==> config.mk <==
export PLATFORM = sky130hd
export DESIGN_NAME = mt_ckpt
export DESIGN_NICKNAME = d
export VERILOG_FILES = /design/src/rtl/mt_ckpt.sv
export SDC_FILE = /design/constraint.sdc
export NUM_CORES = 2
export LEC_CHECK = 0
export CORE_MARGIN = 2
export CORE_UTILIZATION = 41
export CTS_CLUSTER_SIZE = 40
export DETAILED_ROUTE_END_ITERATION = 8
export PLACE_DENSITY = 0.57
export SLEW_MARGIN = 20
export SYNTH_ARGS = -nofsm -noshare
export SYNTH_HDL_FRONTEND = slang
export SYNTH_SLANG_ARGS = --single-unit
==> constraint.sdc <==
create_clock -name clock -period 4.35 [get_ports clock]
set_input_delay 0.87 -clock clock [delete_from_list [all_inputs] [get_ports clock]]
set_output_delay 0.87 -clock clock [all_outputs]
set_load 0.05 [all_outputs]
==> src/rtl/mt_ckpt.sv <==
// Rename map table: N-wide rename with intra-group forwarding, CDB-woken
// ready bits, branch checkpoints and an architectural map for flush.
module mt_ckpt #(
    parameter int AR_W      = 5,
    parameter int PR_W      = 7,
    parameter int DISP_W    = 2,
    parameter int CDB_WIDTH = 4,
    parameter int NUM_CKPT  = 4,
    localparam int CK_W     = (NUM_CKPT > 1) ? $clog2(NUM_CKPT) : 1,
    localparam int LN_W     = (DISP_W > 1) ? $clog2(DISP_W) : 1
) (
    input  logic                      clock,
    input  logic                      reset,
    input  logic [DISP_W-1:0]         disp_valid,
    input  logic [DISP_W-1:0]         disp_dst_vld,
    input  logic [DISP_W*AR_W-1:0]    disp_ar_dst,
    input  logic [DISP_W*PR_W-1:0]    disp_pr_new,
    input  logic [DISP_W*AR_W-1:0]    disp_ar_src1,
    input  logic [DISP_W*AR_W-1:0]    disp_ar_src2,
    output logic [DISP_W*PR_W-1:0]    rs_pr_src1,
    output logic [DISP_W*PR_W-1:0]    rs_pr_src2,
    output logic [DISP_W-1:0]         rs_rdy_src1,
    output logic [DISP_W-1:0]         rs_rdy_src2,
    output logic [DISP_W*PR_W-1:0]    rob_told,
    input  logic [CDB_WIDTH-1:0]      cdb_valid,
    input  logic [CDB_WIDTH*PR_W-1:0] cdb_pr_tag,
    input  logic                      ckpt_take,
    input  logic [LN_W-1:0]           ckpt_lane,
    input  logic [CK_W-1:0]           ckpt_id,
    input  logic                      recover,
    input  logic [CK_W-1:0]           recover_id,
    input  logic [DISP_W-1:0]         ret_valid,
    input  logic [DISP_W*AR_W-1:0]    ret_ar,
    input  logic [DISP_W*PR_W-1:0]    ret_pr,
    input  logic                      flush
);

    localparam int NUM_AR = 2**AR_W;
    localparam int NUM_PR = 2**PR_W;

    logic [PR_W-1:0]   r_spec_map [NUM_AR];
    logic [PR_W-1:0]   r_arch_map [NUM_AR];
    logic [PR_W-1:0]   r_ckpt     [NUM_CKPT][NUM_AR];
    logic [NUM_PR-1:0] r_ready;

    logic [DISP_W-1:0] w_wr;
    logic              w_disp_en;
    logic [PR_W-1:0]   w_stage    [DISP_W][NUM_AR];
    logic [PR_W-1:0]   w_arch_next[NUM_AR];
    logic [NUM_PR-1:0] w_ready_next;

    assign w_wr      = disp_valid & disp_dst_vld;
    assign w_disp_en = !flush && !recover;

    // Source/told lookup: youngest older lane in the group overrides the map
    always_comb begin : rename
        logic [AR_W-1:0] v_s1, v_s2, v_dst, v_odst;
        logic [PR_W-1:0] v_p1, v_p2, v_pt, v_onew;
        logic            v_r1, v_r2;
        v_s1 = '0; v_s2 = '0; v_dst = '0; v_odst = '0;
        v_p1 = '0; v_p2 = '0; v_pt = '0; v_onew = '0;
        v_r1 = 1'b0; v_r2 = 1'b0;
        rs_pr_src1  = '0;
        rs_pr_src2  = '0;
        rs_rdy_src1 = '0;
        rs_rdy_src2 = '0;
        rob_told    = '0;
        for (int unsigned j = 0; j < DISP_W; j++) begin
            v_s1  = disp_ar_src1[j*AR_W +: AR_W];
            v_s2  = disp_ar_src2[j*AR_W +: AR_W];
            v_dst = disp_ar_dst[j*AR_W +: AR_W];
            v_p1  = r_spec_map[v_s1];
            v_p2  = r_spec_map[v_s2];
            v_pt  = r_spec_map[v_dst];
            v_r1  = r_ready[v_p1];
            v_r2  = r_ready[v_p2];
            for (int unsigned i = 0; i < j; i++) begin
                v_odst = disp_ar_dst[i*AR_W +: AR_W];
                v_onew = disp_pr_new[i*PR_W +: PR_W];
                if (w_wr[i] && v_odst == v_s1) begin
                    v_p1 = v_onew;
                    v_r1 = 1'b0;
                end
                if (w_wr[i] && v_odst == v_s2) begin
                    v_p2 = v_onew;
                    v_r2 = 1'b0;
                end
                if (w_wr[i] && v_odst == v_dst) begin
                    v_pt = v_onew;
                end
            end
            rs_pr_src1[j*PR_W +: PR_W] = v_p1;
            rs_pr_src2[j*PR_W +: PR_W] = v_p2;
            rs_rdy_src1[j]             = v_r1;
            rs_rdy_src2[j]             = v_r2;
            rob_told[j*PR_W +: PR_W]   = v_pt;
        end
    end

    // Stage k is the speculative map with lanes 0..k applied (higher lane wins)
    always_comb begin
        for (int unsigned k = 0; k < DISP_W; k++) begin
            for (int unsigned a = 0; a < NUM_AR; a++) begin
                w_stage[k][a] = r_spec_map[a];
                for (int unsigned i = 0; i <= k; i++) begin
                    if (w_wr[i] && disp_ar_dst[i*AR_W +: AR_W] == AR_W'(a)) begin
                        w_stage[k][a] = disp_pr_new[i*PR_W +: PR_W];
                    end
                end
            end
        end
    end

    // Architectural map after this cycle's retires (higher lane wins)
    always_comb begin
        for (int unsigned a = 0; a < NUM_AR; a++) begin
            w_arch_next[a] = r_arch_map[a];
            for (int unsigned i = 0; i < DISP_W; i++) begin
                if (ret_valid[i] && ret_ar[i*AR_W +: AR_W] == AR_W'(a)) begin
                    w_arch_next[a] = ret_pr[i*PR_W +: PR_W];
                end
            end
        end
    end

    // Ready bits: CDB sets, then new allocations clear so a same-cycle clear wins
    always_comb begin
        w_ready_next = r_ready;
        for (int unsigned k = 0; k < CDB_WIDTH; k++) begin
            if (cdb_valid[k]) begin
                w_ready_next[cdb_pr_tag[k*PR_W +: PR_W]] = 1'b1;
            end
        end
        for (int unsigned i = 0; i < DISP_W; i++) begin
            if (w_disp_en && w_wr[i]) begin
                w_ready_next[disp_pr_new[i*PR_W +: PR_W]] = 1'b0;
            end
        end
    end

    // State update with priority flush > recover > dispatch/checkpoint
    always_ff @(posedge clock or negedge reset) begin
        if (!reset) begin
            for (int unsigned a = 0; a < NUM_AR; a++) begin
                r_spec_map[a] <= PR_W'(a);
                r_arch_map[a] <= PR_W'(a);
                for (int unsigned c = 0; c < NUM_CKPT; c++) begin
                    r_ckpt[c][a] <= PR_W'(a);
                end
            end
            r_ready <= '1;
        end else begin
            for (int unsigned a = 0; a < NUM_AR; a++) begin
                r_arch_map[a] <= w_arch_next[a];
                if (flush) begin
                    r_spec_map[a] <= w_arch_next[a];
                end else if (recover) begin
                    r_spec_map[a] <= r_ckpt[recover_id][a];
                end else begin
                    r_spec_map[a] <= w_stage[DISP_W-1][a];
                    if (ckpt_take) begin
                        r_ckpt[ckpt_id][a] <= w_stage[ckpt_lane][a];
                    end
                end
            end
            r_ready <= w_ready_next;
        end
    end

endmodule

==> reports/metrics.yaml <==
global_routing:
  overflow: 0
  antenna_found_initial: 42
  grt_max_degree: 183
  grt_pass1_vias: 80206
  grt_pass1_wl_mm: 645
  track_usage: 0.412
setup_path:
  end_kind: "primary output"
  worst-setup-path-type: "input port to primary output"
  cp-start-kind: "input port"
  critPathMaxFanout: 18
  slowest_delay_ns: 0.54
  cp.arrival_ns: 4.35
  cpMostUsedCell: "buf_12"
  cp.required_ns: 3.48
  path_cells: "buf_2 -> buf_12 -> mux4_2 -> mux4_2 -> mux2i_4 -> buf_12 -> buf_4 -> nor2_4 -> buf_4 -> a32oi_1 -> nand3b_1 -> o2111ai_2 -> o41ai_4 -> nor4_4 -> buf_12"
  slowest_stage: "mux4_2"
power_and_ir_drop:
  p_leak_nw: 45.1
  internal_power_mw: 34.9
  p_comb_frac: 0.333
  switching_share: 0.375
  power.density_nw_per_um2: 516
  finalPower_mw: 55.9
  pwr-share-clk: 0.259
  ir_worst_vdd_uv: 411
  p_sw_mw: 20.9
  seqPwrFrac: 0.407
finish:
  fin_area_um2: 108000
  finalNetCount: 9703
  seqCellArea_um2: 37700
  fillCellCount: 19715
  syn_to_final_growth_pct: 21.0
  multi_input_area_um2: 49200
  stdcell_count: 12597
  drive_gt1_frac: 0.297
sta:
  rsz0062_at_grt: "true"
  fin_skew_ns: 0.0739
  tightest_slew_ns: 1.32
  setup_ws_ns: -0.872
  hold_viol: 0
  setup_viol: 12
  slew_headroom: 0.121
  clock.fmax_mhz: 191
  post-route-period-util: 1.20
  period_needed_ns: 5.22
  slew_violations: 0
  whs_ns: 0.0328
floorplan:
  dieHeight_um: 471
  coreArea_um2: 217000
  chipWidth_um: 471
  num_io_pins: 162
  rows: 171
  die_area_um2: 222000
  initial_core_util: 0.412
clock_tree:
  clkTransAtPathRegs_ns: 0.06
  cts-root-buf: "clkbuf_16"
  cts_sinks: 1472
  cts_hold_repair.buffers: 0
  cts_tree: "yes"
  cts_buffer_depth: 3
  cts-htree-levels: 4
  insertion_delay_ns: 0.86
  cts_buffers: 165
synthesis:
  ys.flop_type: "dfrtp_1"
  seq_area_frac_synth: 0.420
  syn_nets: 9116
  synth_edf_count: 0
  synthSimpleGateAreaFrac: 0.123
  synthAdderAreaFrac: 0
  synthArstFlopShare: 1.00
  synth-compound-area-share: 0.172
  yosysWarnings: 0
  synth_cell_type_count: 72
  ys_ff_latch: 1472
  syn_inst: 9000
  synth_area_um2: 89600
  synth.area.mux_share: 0.245
  synth_xor_area_frac: 0.00147
  synth_top_family_by_area: "multiplexers"
  syn-mean-instance-area_um2: 9.95
placed_design:
  placedInstanceArea_um2: 101000
  hpwl_mm: 344
  place.port_buffers: 161
  dpl.cell_count: 12209
  gp_congestion: 1.06
drt:
  drt_iter0_markers: 10315
  vias: 82394
  wl_per_cell_um: 36.7
  drtPass1Iterations: 8
  drc: 0
  routed_via_density: 6.54
  routed_wl_mm: 463
  ant_nets: 0
hold_path:
  hold_path.class: "input port to async pin"
status:
  violations: "setup timing"
  status: "finished, violations left"
job:
  maxCapViolCount: 0
area by class of cell:
cell class | instances | area share
multi-input cells | 6682 | 0.454
flip-flops and latches | 1472 | 0.348
repair buffers | 1243 | 0.112
clock buffers | 250 | 0.0440
well taps | 2854 | 0.0330
clock inverters | 56 | 0.00800
inverters | 23 | 0.000912
diodes | 17 | 0.000393
registers in the layout (all words and copies together) (netlist names):
| name | flops |
|---|---|
| r_arch_map | 224 |
| r_spec_map | 224 |
| r_ckpt | 896 |
| r_ready | 128 |
through the flow:
step	TNS (ns)	util	setup slack (ns)
3_5_place_dp	-5.31	0.465	-1.15
3_3_place_gp	-5.43	0.465	-1.19
6_report	-4.33	0.499	-0.872
5_1_grt	-4.85	0.499	-0.945
2_1_floorplan	-0.329	-	-0.139
4_1_cts	-4.22	0.497	-0.831
cell usage in the layout (no fill, tap or decap), types with 17 or more instances in the layout:
master           instances
nand2_1               1709
nor3_1                  95
diode_2                 17
mux4_2                 637
nand3_1                133
nor2_1                 522
buf_2                   25
nand2b_1                37
o22ai_1                169
nor2b_1                 46
buf_8                   17
dfrtp_1                820
a211oi_1               197
a221oi_2                20
buf_12                 173
a21oi_1                346
a2111oi_0               45
a22oi_1                 33
clkdlybuf4s50_1         68
o211ai_1                41
o21ai_0               1278
nand4_1                 23
clkbuf_16              165
inv_1                   18
buf_4                  913
dfstp_2                602
mux2i_1                696
dfrtp_2                 43
buf_6                   36
o21a_1                 214
a221oi_1               136
clkinv_2                25
clkbuf_8                32
clkbuf_1                53
path summary, 6_finish.rpt:
kind,startpoint,end,slack (ns),cells after the start
min reg2reg,r_ckpt[275]$_DFFE_PN0P_,r_ckpt[275]$_DFFE_PN0P_,0.47,2
min,reset,r_arch_map[165]$_DFF_PN0_,0.03,1
max in group asynchronous,reset,r_spec_map[90]$_DFF_PN0_,3.10,2
max,disp_ar_src2[5],rs_rdy_src2[1],-0.87,15
max reg2reg,r_spec_map[191]$_DFF_PN1_,r_ckpt[415]$_DFFE_PN1P_,2.35,5
min in group clock,r_ckpt[275]$_DFFE_PN0P_,r_ckpt[275]$_DFFE_PN0P_,0.47,2
routing by layer:
metal	global-route usage	vias up	wire, µm
met1	0.557	41867	188000
met4	0.228	32	31600
met5	0	-	204
met3	0.104	1285	44400
li1	-	34416	-
met2	0.604	4794	198000
what timing repair did:
action                     CTS  global route
pin swaps                   37            21
setup buffers               55            16
setup endpoints to repair   23            22
gates cloned                 8             0
gates resized for setup    197            54
worst max-delay path: cells and delay by family:
kind / cells / cell delay (ns)
and+or+nand+nor: 3 / 0.58
AOI/OAI and AO/OA: 3 / 0.47
buffers and inverters: 6 / 1.16
muxes: 3 / 1.24
power groups by stage:
stage | clock, mW | sequential, mW | combinational [mW]
after floorplan | 0 | 20.0 | 10.2
after global placement | 0 | 22.5 | 17.4
after detailed placement | 0 | 22.6 | 17.5
after CTS | 14.6 | 22.5 | 18.2
after global routing | 15.2 | 22.8 | 19.8
final | 14.5 | 22.8 | 18.6
cell usage after synthesis (10+ instances only):
cell type / number / area, µm²
a221oi_1: 155 / 1360
xor2_1: 10 / 87.6
o21a_1: 216 / 1620
a211oi_1: 200 / 1500
inv_1: 19 / 71.3
nor4_1: 15 / 93.8
a32oi_1: 12 / 105
clkbuf_1: 664 / 2490
nor2b_1: 49 / 307
nand2b_1: 39 / 244
nand2_1: 1715 / 6440
nor2_1: 534 / 2000
o22ai_1: 171 / 1070
or2_2: 16 / 100
buf_4: 35 / 263
mux2_2: 32 / 360
a22o_1: 10 / 87.6
a22oi_1: 36 / 270
o211ai_1: 41 / 308
a21oi_1: 357 / 1790
nand3_1: 137 / 686
a2111oi_0: 46 / 403
dfstp_2: 608 / 16000
buf_2: 42 / 210
nand4_1: 23 / 144
nor3_1: 101 / 505
o21ai_0: 1281 / 6410
mux4_2: 637 / 14300
nor3b_1: 11 / 82.6
a31oi_1: 17 / 106
mux2i_1: 710 / 7110
buf_1: 70 / 263
dfrtp_1: 864 / 21600
kinds of logic (layout without fill, tap and decap cells):
logic type	Yosys count	after routing
other	0	17
buffers and inverters	846	1572
multiplexers	1383	1383
AO/OA/AOI/OAI	2588	2588
XOR/XNOR	15	15
AND/OR/NAND/NOR	2696	2696
flip-flops	1472	1472
(Power assumes the default switching activity.)
